===== src/rtl/match_req_dispatch.sv =====
// Lazy-match request dispatcher: takes one strobed lane group, issues each lane as a tagged request
// on its owning channel (lane mod C), announces the group to the collector and waits for its completion.
module match_req_dispatch #(
  parameter int L        = 4,
  parameter int C        = 2,
  parameter int TAG_BITS = 2,
  parameter int AW       = 16
) (
  input  logic                  clk,
  input  logic                  rst_n,
  input  logic                  in_valid,
  output logic                  in_ready,
  input  logic [L-1:0]          in_strb,
  input  logic [L*AW-1:0]       in_addr,
  output logic [C-1:0]          req_valid,
  input  logic [C-1:0]          req_ready,
  output logic [C*TAG_BITS-1:0] req_tag,
  output logic [C*AW-1:0]       req_addr,
  output logic                  sync_group_valid,
  output logic [L-1:0]          sync_group_strb,
  input  logic                  group_done
);

  typedef enum logic [1:0] {IDLE, ISSUE, WAIT} state_t;

  state_t                       state_reg, state_next;
  logic [L-1:0]                 pending_reg, pending_next;
  logic [L*AW-1:0]              addr_reg;
  logic                         sync_valid_reg;
  logic [L-1:0]                 sync_strb_reg;
  logic [C-1:0]                 fire;
  logic [L-1:0]                 lane_clr;
  logic [C-1:0][TAG_BITS-1:0]   ch_lane;

  // Lanes owned by channel c: every lane index congruent to c modulo C.
  function automatic logic [L-1:0] owner_mask(input int c);
    logic [L-1:0] m;
    m = '0;
    for (int i = 0; i < L; i++) m[i] = ((i % C) == c);
    return m;
  endfunction

  function automatic logic [TAG_BITS-1:0] lowest_lane(input logic [L-1:0] v);
    logic [TAG_BITS-1:0] r;
    r = '0;
    for (int i = L - 1; i >= 0; i--) if (v[i]) r = TAG_BITS'(i);
    return r;
  endfunction

  assign in_ready         = (state_reg == IDLE);
  assign sync_group_valid = sync_valid_reg;
  assign sync_group_strb  = sync_strb_reg;
  assign fire             = req_valid & req_ready;

  for (genvar gi = 0; gi < C; gi++) begin : g_ch
    logic [L-1:0]          own;
    logic [TAG_BITS-1:0]   lane;
    assign own                             = pending_reg & owner_mask(gi);
    assign lane                            = lowest_lane(own);
    assign ch_lane[gi]                     = lane;
    assign req_valid[gi]                   = (state_reg == ISSUE) && (own != '0);
    assign req_tag[gi*TAG_BITS +: TAG_BITS] = req_valid[gi] ? lane : '0;
    assign req_addr[gi*AW +: AW]           = req_valid[gi] ? addr_reg[int'(lane)*AW +: AW] : '0;
  end

  // A lane retires only when its owning channel is presenting exactly that lane and handshakes.
  for (genvar gi = 0; gi < L; gi++) begin : g_lane
    assign lane_clr[gi] = fire[gi % C] && (ch_lane[gi % C] == TAG_BITS'(gi));
  end

  always_comb begin
    state_next   = state_reg;
    pending_next = pending_reg;
    case (state_reg)
      IDLE: begin
        if (in_valid) begin
          pending_next = in_strb;
          state_next   = (in_strb != '0) ? ISSUE : WAIT;
        end
      end
      ISSUE: begin
        pending_next = pending_reg & ~lane_clr;
        if (pending_next == '0) state_next = WAIT;
      end
      WAIT: begin
        if (group_done) state_next = IDLE;
      end
      default: begin
        state_next   = IDLE;
        pending_next = '0;
      end
    endcase
  end

  always_ff @(posedge clk) begin
    if (!rst_n) begin
      state_reg      <= IDLE;
      pending_reg    <= '0;
      addr_reg       <= '0;
      sync_valid_reg <= 1'b0;
      sync_strb_reg  <= '0;
    end else begin
      state_reg      <= state_next;
      pending_reg    <= pending_next;
      sync_valid_reg <= 1'b0;
      sync_strb_reg  <= '0;
      if (state_reg == IDLE && in_valid) begin
        addr_reg       <= in_addr;
        sync_valid_reg <= 1'b1;
        sync_strb_reg  <= in_strb;
      end
    end
  end

endmodule


===== config.mk =====
export PLATFORM = sky130hd
export DESIGN_NAME = match_req_dispatch
export DESIGN_NICKNAME = d
export VERILOG_FILES = /design/src/rtl/match_req_dispatch.sv
export SDC_FILE = /design/constraint.sdc
export NUM_CORES = 1
export LEC_CHECK = 0
export BUFFER_PORTS_ARGS = -buffer_cell sky130_fd_sc_hd__buf_2
export CAP_MARGIN = 20
export CORE_MARGIN = 5
export CORE_UTILIZATION = 50
export DETAILED_ROUTE_END_ITERATION = 10
export PLACE_DENSITY_LB_ADDON = 0.08
export SETUP_SLACK_MARGIN = 0.15
export SYNTH_ARGS = -nofsm -noshare
export SYNTH_HDL_FRONTEND = slang
export SYNTH_SLANG_ARGS = --single-unit

===== constraint.sdc =====
create_clock -name clk -period 1.38 [get_ports clk]
set_input_delay 0.138 -clock clk [delete_from_list [all_inputs] [get_ports clk]]
set_output_delay 0.138 -clock clk [all_outputs]
set_load 0.05 [all_outputs]

======== After elaboration in Yosys (flattened, before gate mapping) ========
Index checks and enable logic that the tools add are counted.
cells by class
  bitwise operators ....................... 4
  mux-type cells .......................... 16
  equality and inequality tests ........... 8
  shift-type cells ........................ 2
  reductions and logical operators ........ 16
operators by type and width
  cell                  count
  $shiftx A64 B7 Y16    2
  $mux W16              2
  $mux W2               10
  $pmux W4 S3           1
  $reduce_bool A4 Y1    3
  $logic_and A1 B1 Y1   7
  $eq A2 B2 Y1 const B  3
  $pmux W2 S3           1
  $and A4 B4 Y4         1
  $eq A2 B1 Y1 const B  2
  $logic_not A2 Y1      2
  $logic_not A4 Y1      1
  $mux W4               1
  $ne A2 B2 Y1 const B  2
  $not A4 Y4            1
  $reduce_and A2 Y1     2
  $reduce_and A3 Y1     1
  $and A2 B2 Y2         1
  $ne A2 B1 Y1 const B  1
  $mux W1               1
  $not A1 Y1            1
storage, ports and cells
  logic and storage cells ................. 51
  output and inout port bits .............. 44
  bits in registers ....................... 75
  input port bits ......................... 74

======== Logic depth before layout (Yosys ltp) ========
Gate-level depths: netlist (run 1).
  word-level depth ........................ 9
  gate-level depth with buffers ........... 7
  depth with buffers taken out ............ 4

======== Least setup slack after synthesis (run 1) ========
OpenSTA, ideal clock, no wires.
  path kind ............................... flip-flop to output port
  from .................................... register state_reg[1]
  to ...................................... output req_tag[3]
  cell stages (with the launch flop) ...... 5
  path buffers ............................ 2
  data required time ...................... 1,242 ps
  setup slack ............................. -633 ps
  data arrival time ....................... 1,875 ps
  path through ............................ dfxtp_1 > buf_4 > nand2b_1 > buf_2 > nor3b_1
on the way
  longest elaborated chain between the ends .. 3
RTL lines
  what                    line  RTL
  from (decl)             26    state_t state_reg, state_next;
  from (signal assigned)  103   state_reg <= state_next;
  $eq A2 B1 Y1            61    assign req_valid[gi] = (state_reg == ISSUE) && (own != '0);
  $logic_and A1 B1 Y1     61
  $mux W2                 62    assign req_tag[gi*TAG_BITS +: TAG_BITS] = req_valid[gi] ? lane : '0;
  to (decl)               17    output logic [C*TAG_BITS-1:0] req_tag,
No other way between the ends.

======== Worst setup path after layout (run 1) ========
  from .................................... register pending_reg[2]
  to ...................................... output req_addr[10]
on the way
  longest elaborated chain between the ends .. 4
  elaborated cells on any way between the ends .. 6
  those cells by class .................... shift (1); mux (3); reduce/logical (2)
RTL lines
  what                    line  RTL
  from (decl)             27    logic [L-1:0] pending_reg, pending_next;
  from (signal assigned)  104   pending_reg <= pending_next;
  $mux W2 (2 in a row)    46    for (int i = L - 1; i >= 0; i--) if (v[i]) r = TAG_BITS'(i);
  $shiftx A64 B7 Y16      63    assign req_addr[gi*AW +: AW] = req_valid[gi] ? addr_reg[int'(lane)*AW +: AW] : '0;
  $mux W16 (*)            63
  to (decl)               18    output logic [C*AW-1:0] req_addr,
Mark *: on every way between the ends. The rest lies on a longest branch, timed or not.

==> key figures, run 1 <==
Power
  • Sequential Power Share: 35.8%
  • Pint: about 0.0047 W
  • LEAKAGE: 2.452 nW
  • Combinational share of power: 31.1%
  • Max VDD drop: 0.6932 mV
  • PwrDens: 1135 nW/um2
  • Sw Ratio: 32.57%
  • NetSw: 0.002281 W
  • Clock power share: 33.1%
  • Power Total: 0.007004 W

Routing
  • Drt total wl: roughly 17,000 um
  • Initial drt markers: slightly below 400
  • Final ANT Viol Nets: 0
  • DRT Pass-1 Iters: 5
  • Routed WL per cell: about 23 um
  • DR vias: roughly 4.4k
  • DRC: 0
  • Avg Vias per Cell: around 6.2

CTS
  • Clk pin slew, worst setup/hold paths: approximately 0.09 ns
  • Clk sinks: 75
  • CTS Buffer Depth: 2
  • Hold buffer count at CTS: 0
  • Num CTS Buffers: 9
  • CTS HTree Levels: 3
  • Clock root buffer: clkbuf_8
  • TritonCTS clock tree: built
  • Clk_lat worst skew: 0.36 ns

Hold path
  • Hold Path Depth: 3
  • Hold Crit Class: input port to flop

Global route
  • First-pass GRT wire length: just under 20,000 um
  • Initial antenna violation count: 0
  • Vias in the first global route: around 3.9k
  • Largest net degree at the start of global routing: between 40 and 50
  • Total GRT Usage: 28.98%
  • Grt total ovfl: 0

Yosys
  • Synth area leader: dfxtp_1
  • Syn Area/Cell: between 7 and 8 um2
  • Top_reg_cell synth: dfxtp_1
  • Number of synthesized flops with an enable pin: 0
  • Cell count after synthesis: roughly 500
  • Most frequent cell after synthesis: nand2_1
  • Top cells by area, synth: dfxtp_1 (43%), nand2_1 (18%), a21oi_1 (11%), nor2_1 (8.4%), a21boi_1 (3.9%)
  • Seq cells post-synth: 75
  • Asr flop ratio synth: 0%
  • Register area share after synthesis: ~43%
  • Top cells by count, synth: nand2_1 (162), a21oi_1 (78), nor2_1 (77)
  • Mapped Area: 3453 um2
  • Net Count, Synth: 562
  • Yosys warns: 0
  • Distinct cells, synth: 33
  • Synth top area share: 43.48%

Layout
  • Reg area: 1521 um2
  • Nets@finish: 704
  • Area Growth Syn to Fin: 78.73%
  • Area of the multi-input gates: 2471 um2
  • Fraction of layout cells with a size suffix above 1: 55.28%
  • Fillers: 247
  • Ant diodes: 0
  • Max FFs per register: 64
  • Fin util: 91.35%

Worst setup path
  • Worst setup SP type: flop
  • Worst setup EP type: output pin
  • Critical Path Fanout Max: 6
  • WP data required: about 1.2 ns
  • Arr. time, crit path: between 1 and 1.5 ns
  • Worst r2r path cells: 7
  • Crit Path Category: flop to output pin

STA
  • Max Fclk: between 600 and 700 MHz
  • Final min period: 1.605 ns
  • Period utilization: 116.3%
  • Hold Fails Final Rpt: 0
  • RSZ-0062 raised after global routing: true
  • Hold WS: 0.009428 ns
  • Slew Viols, Final: 0
  • Post-route setup slack: -0.2247 ns
  • # setup viols final: 102
  • Worst Clk Skew: 0.01268 ns

Place
  • GPL Wtd Cong: between 0.8 and 0.9
  • Buffers on Ports: 116
  • Hpwl dp: 6419 um
  • Pre-CTS setup slack: approximately 0.080 ns

Run
  • Max Cap Viol: 0

Run status
  • Status: finished with violations
  • Violated checks: setup timing

Floorplanning
  • Die height: between 90 and 100 um
  • IO Pins: approximately 120
  • Total Die Area: 8669 um2
  • Row count: 30
  • DIE WIDTH: between 90 and 100 um
  • Starting Density: 51.11%
  • Core area: 6756 um2
-- repair_timing --
item | 4_1_cts | 5_1_grt
pin swaps | 10 | 32
endpoints found under the setup margin | 109 | 112
buffers inserted | 13 | 4
gates resized for setup | 183 | 98
gates cloned | 11 | 4
-- cells by family after synthesis --
kind of cell,synth area share [%]
compound gates,18.37
buf+inv,7.609
flops,43.48
other cells,0.1086
simple gates,30.44
-- critical path: stages, from the launching register on --
cell	delay (ns)
dfxtp_4	0.40
buf_8	0.16
nand2_2	0.08
nor2_2	0.13
a21oi_2	0.06
nor2_4	0.12
buf_8	0.16
-- routing by layer --
metal / vias to the layer above / wire length (um) / track usage (%)
met3: 100 / 1809 / 5.792
met4: 0 / 1031 / 12.33
li1: 1859 / - / -
met2: 366 / 7969 / 48.41
met5: - / 0 / 0
met1: 2112 / 5710 / 36.32
-- path summary, 6_finish.rpt --
check                  from           end  slack (ns)
max          pending_reg[2]  req_addr[10]       -0.22
min             in_addr[36]  addr_reg[36]       0.009
max reg2reg    state_reg[1]  addr_reg[55]       -0.12
min reg2reg    addr_reg[36]  addr_reg[36]        0.46
-- per-stage QoR --
step / area, um2 / cells / TNS [ns]
floorplan: 3785 / 488 / 0
global placement: 4481 / 667 / 0
detailed placement: 4481 / 667 / 0
CTS: 5672 / 707 / -4.745
global route: 6172 / 715 / -14.03
finish: 6172 / 715 / -9.637
-- power by group through the flow --
stage	registers, W	clock network, W	logic [W]
finish	0.00251	0.00232	0.00218
CTS	0.00246	0.00230	0.00177
global placement	0.00247	0	0.00129
floorplan	0.00247	0	0.000950
detailed placement	0.00247	0	0.00131
global route	0.00252	0.00242	0.00225
-- cell usage in the layout (no fill, tap or decap), types with 17 or more instances in the layout --
master	Yosys	final
a21oi_1	78	23
nor2_2	0	18
buf_6	11	37
a21oi_2	0	53
nand2_1	162	146
dfxtp_1	75	69
buf_2	9	78
a21boi_1	18	17
buf_8	0	17
nor2_4	1	52
-- layout make-up --
cell class              instances  share of cell area, %
clock buffers                  10                  2.230
clock inverters                 6                  2.210
inverters                       4                 0.2433
multi-input cells             370                  40.04
flip-flops and latches         75                  24.65
well taps                      80                  1.622
repair buffers                170                  29.01
Power figures use the tool's default switching activity.
==> run 2: changes to the inputs <==
CORE_MARGIN = 2   (was 5)
==> key figures, run 2 (same netlist as run 1, synthesis figures left out) <==
CTS
  • Clk pin slew, worst setup/hold paths: 0.08 ns (was 0.09 ns)
  • TritonCTS clock tree: built (unchanged)
  • Num CTS Buffers: 9 (unchanged)
  • Clk_lat worst skew: 0.37 ns (was 0.36 ns)
  • CTS Buffer Depth: 2 (unchanged)
  • Clk sinks: 75 (unchanged)
  • CTS HTree Levels: 3 (unchanged)
  • Hold buffer count at CTS: 0 (unchanged)
  • Clock root buffer: clkbuf_8 (unchanged)

STA
  • Post-route setup slack: -0.3403 ns (was -0.2247 ns)
  • Final min period: 1.720 ns (was 1.605 ns)
  • Max Fclk: 581.3 MHz (was 623.2 MHz)
  • Period utilization: 124.7% (was 116.3%)
  • # setup viols final: 111 (was 102)
  • Hold WS: 0.02095 ns (was 0.009428 ns)
  • Worst Clk Skew: 0.01089 ns (was 0.01268 ns)
  • RSZ-0062 raised after global routing: true (unchanged)
  • Final TNS setup: -19.49 ns (was -9.637 ns)
  • Slew Viols, Final: 0 (unchanged)
  • Hold Fails Final Rpt: 0 (unchanged)

Routing
  • Final ANT Viol Nets: 0 (unchanged)
  • Avg Vias per Cell: 6.475 (was 6.206)
  • Drt total wl: 18,740 um (was 16,520 um)
  • DRT Pass-1 Iters: 5 (unchanged)
  • DRC: 0 (unchanged)
  • Routed WL per cell: 25.96 um (was 23.10 um)
  • DR vias: 4,675 (was 4,437)
  • Initial drt markers: 557 (was 387)

Run status
  • Violated checks: setup timing (unchanged)
  • Status: finished with violations (unchanged)

Worst setup path
  • Worst setup EP type: output pin (unchanged)
  • Arr. time, crit path: 1.58 ns (was 1.47 ns)
  • Crit Path Category: flop to output pin (unchanged)
  • Worst setup SP type: flop (unchanged)
  • WP data required: 1.24 ns (about the same)
  • Critical Path Fanout Max: 5 (was 6)

Global route
  • Total GRT Usage: 33.03% (was 28.98%)
  • Largest net degree at the start of global routing: 32 (was 45)
  • Initial antenna violation count: 0 (unchanged)
  • Vias in the first global route: 4,074 (was 3,915)
  • First-pass GRT wire length: 19,310 um (was 19,640 um)
  • Grt total ovfl: 0 (unchanged)

Layout
  • Fillers: 110 (was 247)
  • Ant diodes: 0 (unchanged)
  • Most frequent cells in the layout: nand2_1 (90), buf_2 (78), a21oi_2 (71) (was nand2_1 (146), buf_2 (78), dfxtp_1 (69))
  • Nets@finish: 711 (was 704)
  • Fraction of layout cells with a size suffix above 1: 67.60% (was 55.28%)
  • Area Growth Syn to Fin: 89.53% (was 78.73%)
  • Final non-filler cell total: 722 (was 715)
  • Commonest non-fill, non-tap cell in the layout: nand2_1 (unchanged)
  • Max FFs per register: 64 (unchanged)

Floorplanning
  • Die height: 87.11 um (was 93.11 um)
  • Row count: 30 (unchanged)
  • Core area: 6756 um2 (unchanged)
  • Total Die Area: 7587 um2 (was 8669 um2)
  • IO Pins: 118 (unchanged)
  • Starting Density: 51.11% (unchanged)
  • DIE WIDTH: 87.11 um (was 93.11 um)

Power
  • Clock power share: 26.6% (was 33.1%)
  • NetSw: 0.002520 W (was 0.002281 W)
  • Pint: 0.004214 W (was 0.004723 W)
  • Sequential Power Share: 37.5% (was 35.8%)
  • PwrDens: 1029 nW/um2 (was 1135 nW/um2)
  • Sw Ratio: 37.42% (was 32.57%)
  • LEAKAGE: 2.781 nW (was 2.452 nW)
  • Max VDD drop: 0.7268 mV (was 0.6932 mV)
  • Combinational share of power: 35.9% (was 31.1%)

Place
  • Placed cells: 672 (was 667)
  • Hpwl dp: 6078 um (was 6419 um)
  • Buffers on Ports: 116 (unchanged)
  • GPL Wtd Cong: 0.8895 (was 0.8494)
  • Pre-CTS setup slack: 0.05941 ns (was 0.07980 ns)

Hold path
  • Hold Crit Class: input port to flop (unchanged)

Run
  • Max Cap Viol: 0 (unchanged)
==> run 2: cell types whose count changed in the layout (fill, tap and decap cells not counted), sizes merged <==
cell	delta
buf	+9
bufbuf	-1
bufinv	-3
clkinv	+2
==> run 2: stage by stage <==
| stage | power (W) | area, um2 | utilization (%) |
|---|---|---|---|
| 2_1_floorplan | 0.003424 | 3785 | - |
| 3_3_place_gp | 0.003774 | 4478 | 66.28 |
| 3_5_place_dp | 0.003798 | 4478 | 66.28 |
| 4_1_cts | 0.005961 | 5628 | 83.30 |
| 5_1_grt | 0.006837 | 6545 | 96.87 |
| 6_report | 0.006734 | 6545 | 96.87 |
==> run 2: final cells by class <==
class,count,area (um2),share of cell area [%]
Multi-Input combinational cell,370,2927,44.71
Timing Repair Buffer,177,1788,27.32
Sequential cell,75,1521,23.25
Clock buffer,11,141.4,2.160
Tap cell,80,100.1,1.529
Clock inverter,5,52.55,0.8029
Inverter,4,15.01,0.2294
==> run 2: power groups by stage <==
| stage | clock (W) | sequential (W) | combinational, W |
|---|---|---|---|
| floorplan | 0 | 0.00247 | 0.000950 |
| global placement | 0 | 0.00247 | 0.00131 |
| detailed placement | 0 | 0.00247 | 0.00132 |
| CTS | 0.00169 | 0.00245 | 0.00182 |
| global route | 0.00184 | 0.00253 | 0.00247 |
| finish | 0.00179 | 0.00252 | 0.00241 |
==> run 2: what timing repair did <==
action / CTS / global route
gates resized for setup: 190 / 222
gates cloned: 9 / 3
setup endpoints to repair: 108 / 113
setup buffers: 18 / 4
pin swaps: 33 / 132
==> run 2: metal layers <==
layer,vias to the layer above,global-route usage (%),share of wire (%)
met5,-,0,0
met4,0,15.24,8.3
met3,165,5.592,9.3
met2,451,56.84,49
met1,2186,40.21,34
li1,1873,-,-
==> run 2: path summary, 6_finish.rpt <==
check	start	end	slack, ns	cells past startpoint
setup / recovery	pending_reg[3]	req_addr[31]	-0.34	6
setup reg to reg	state_reg[1]	addr_reg[27]	-0.25	10
hold reg to reg	addr_reg[7]	addr_reg[7]	0.48	2
hold / removal	in_addr[20]	addr_reg[20]	0.02	3
==> run 2: critical path, stage by stage (launching register included) <==
cell       delay, ns
dfxtp_4         0.44
clkbuf_16       0.17
nand2_1         0.05
nor2_1          0.16
a21oi_1         0.11
nor2_4          0.12
buf_6           0.17
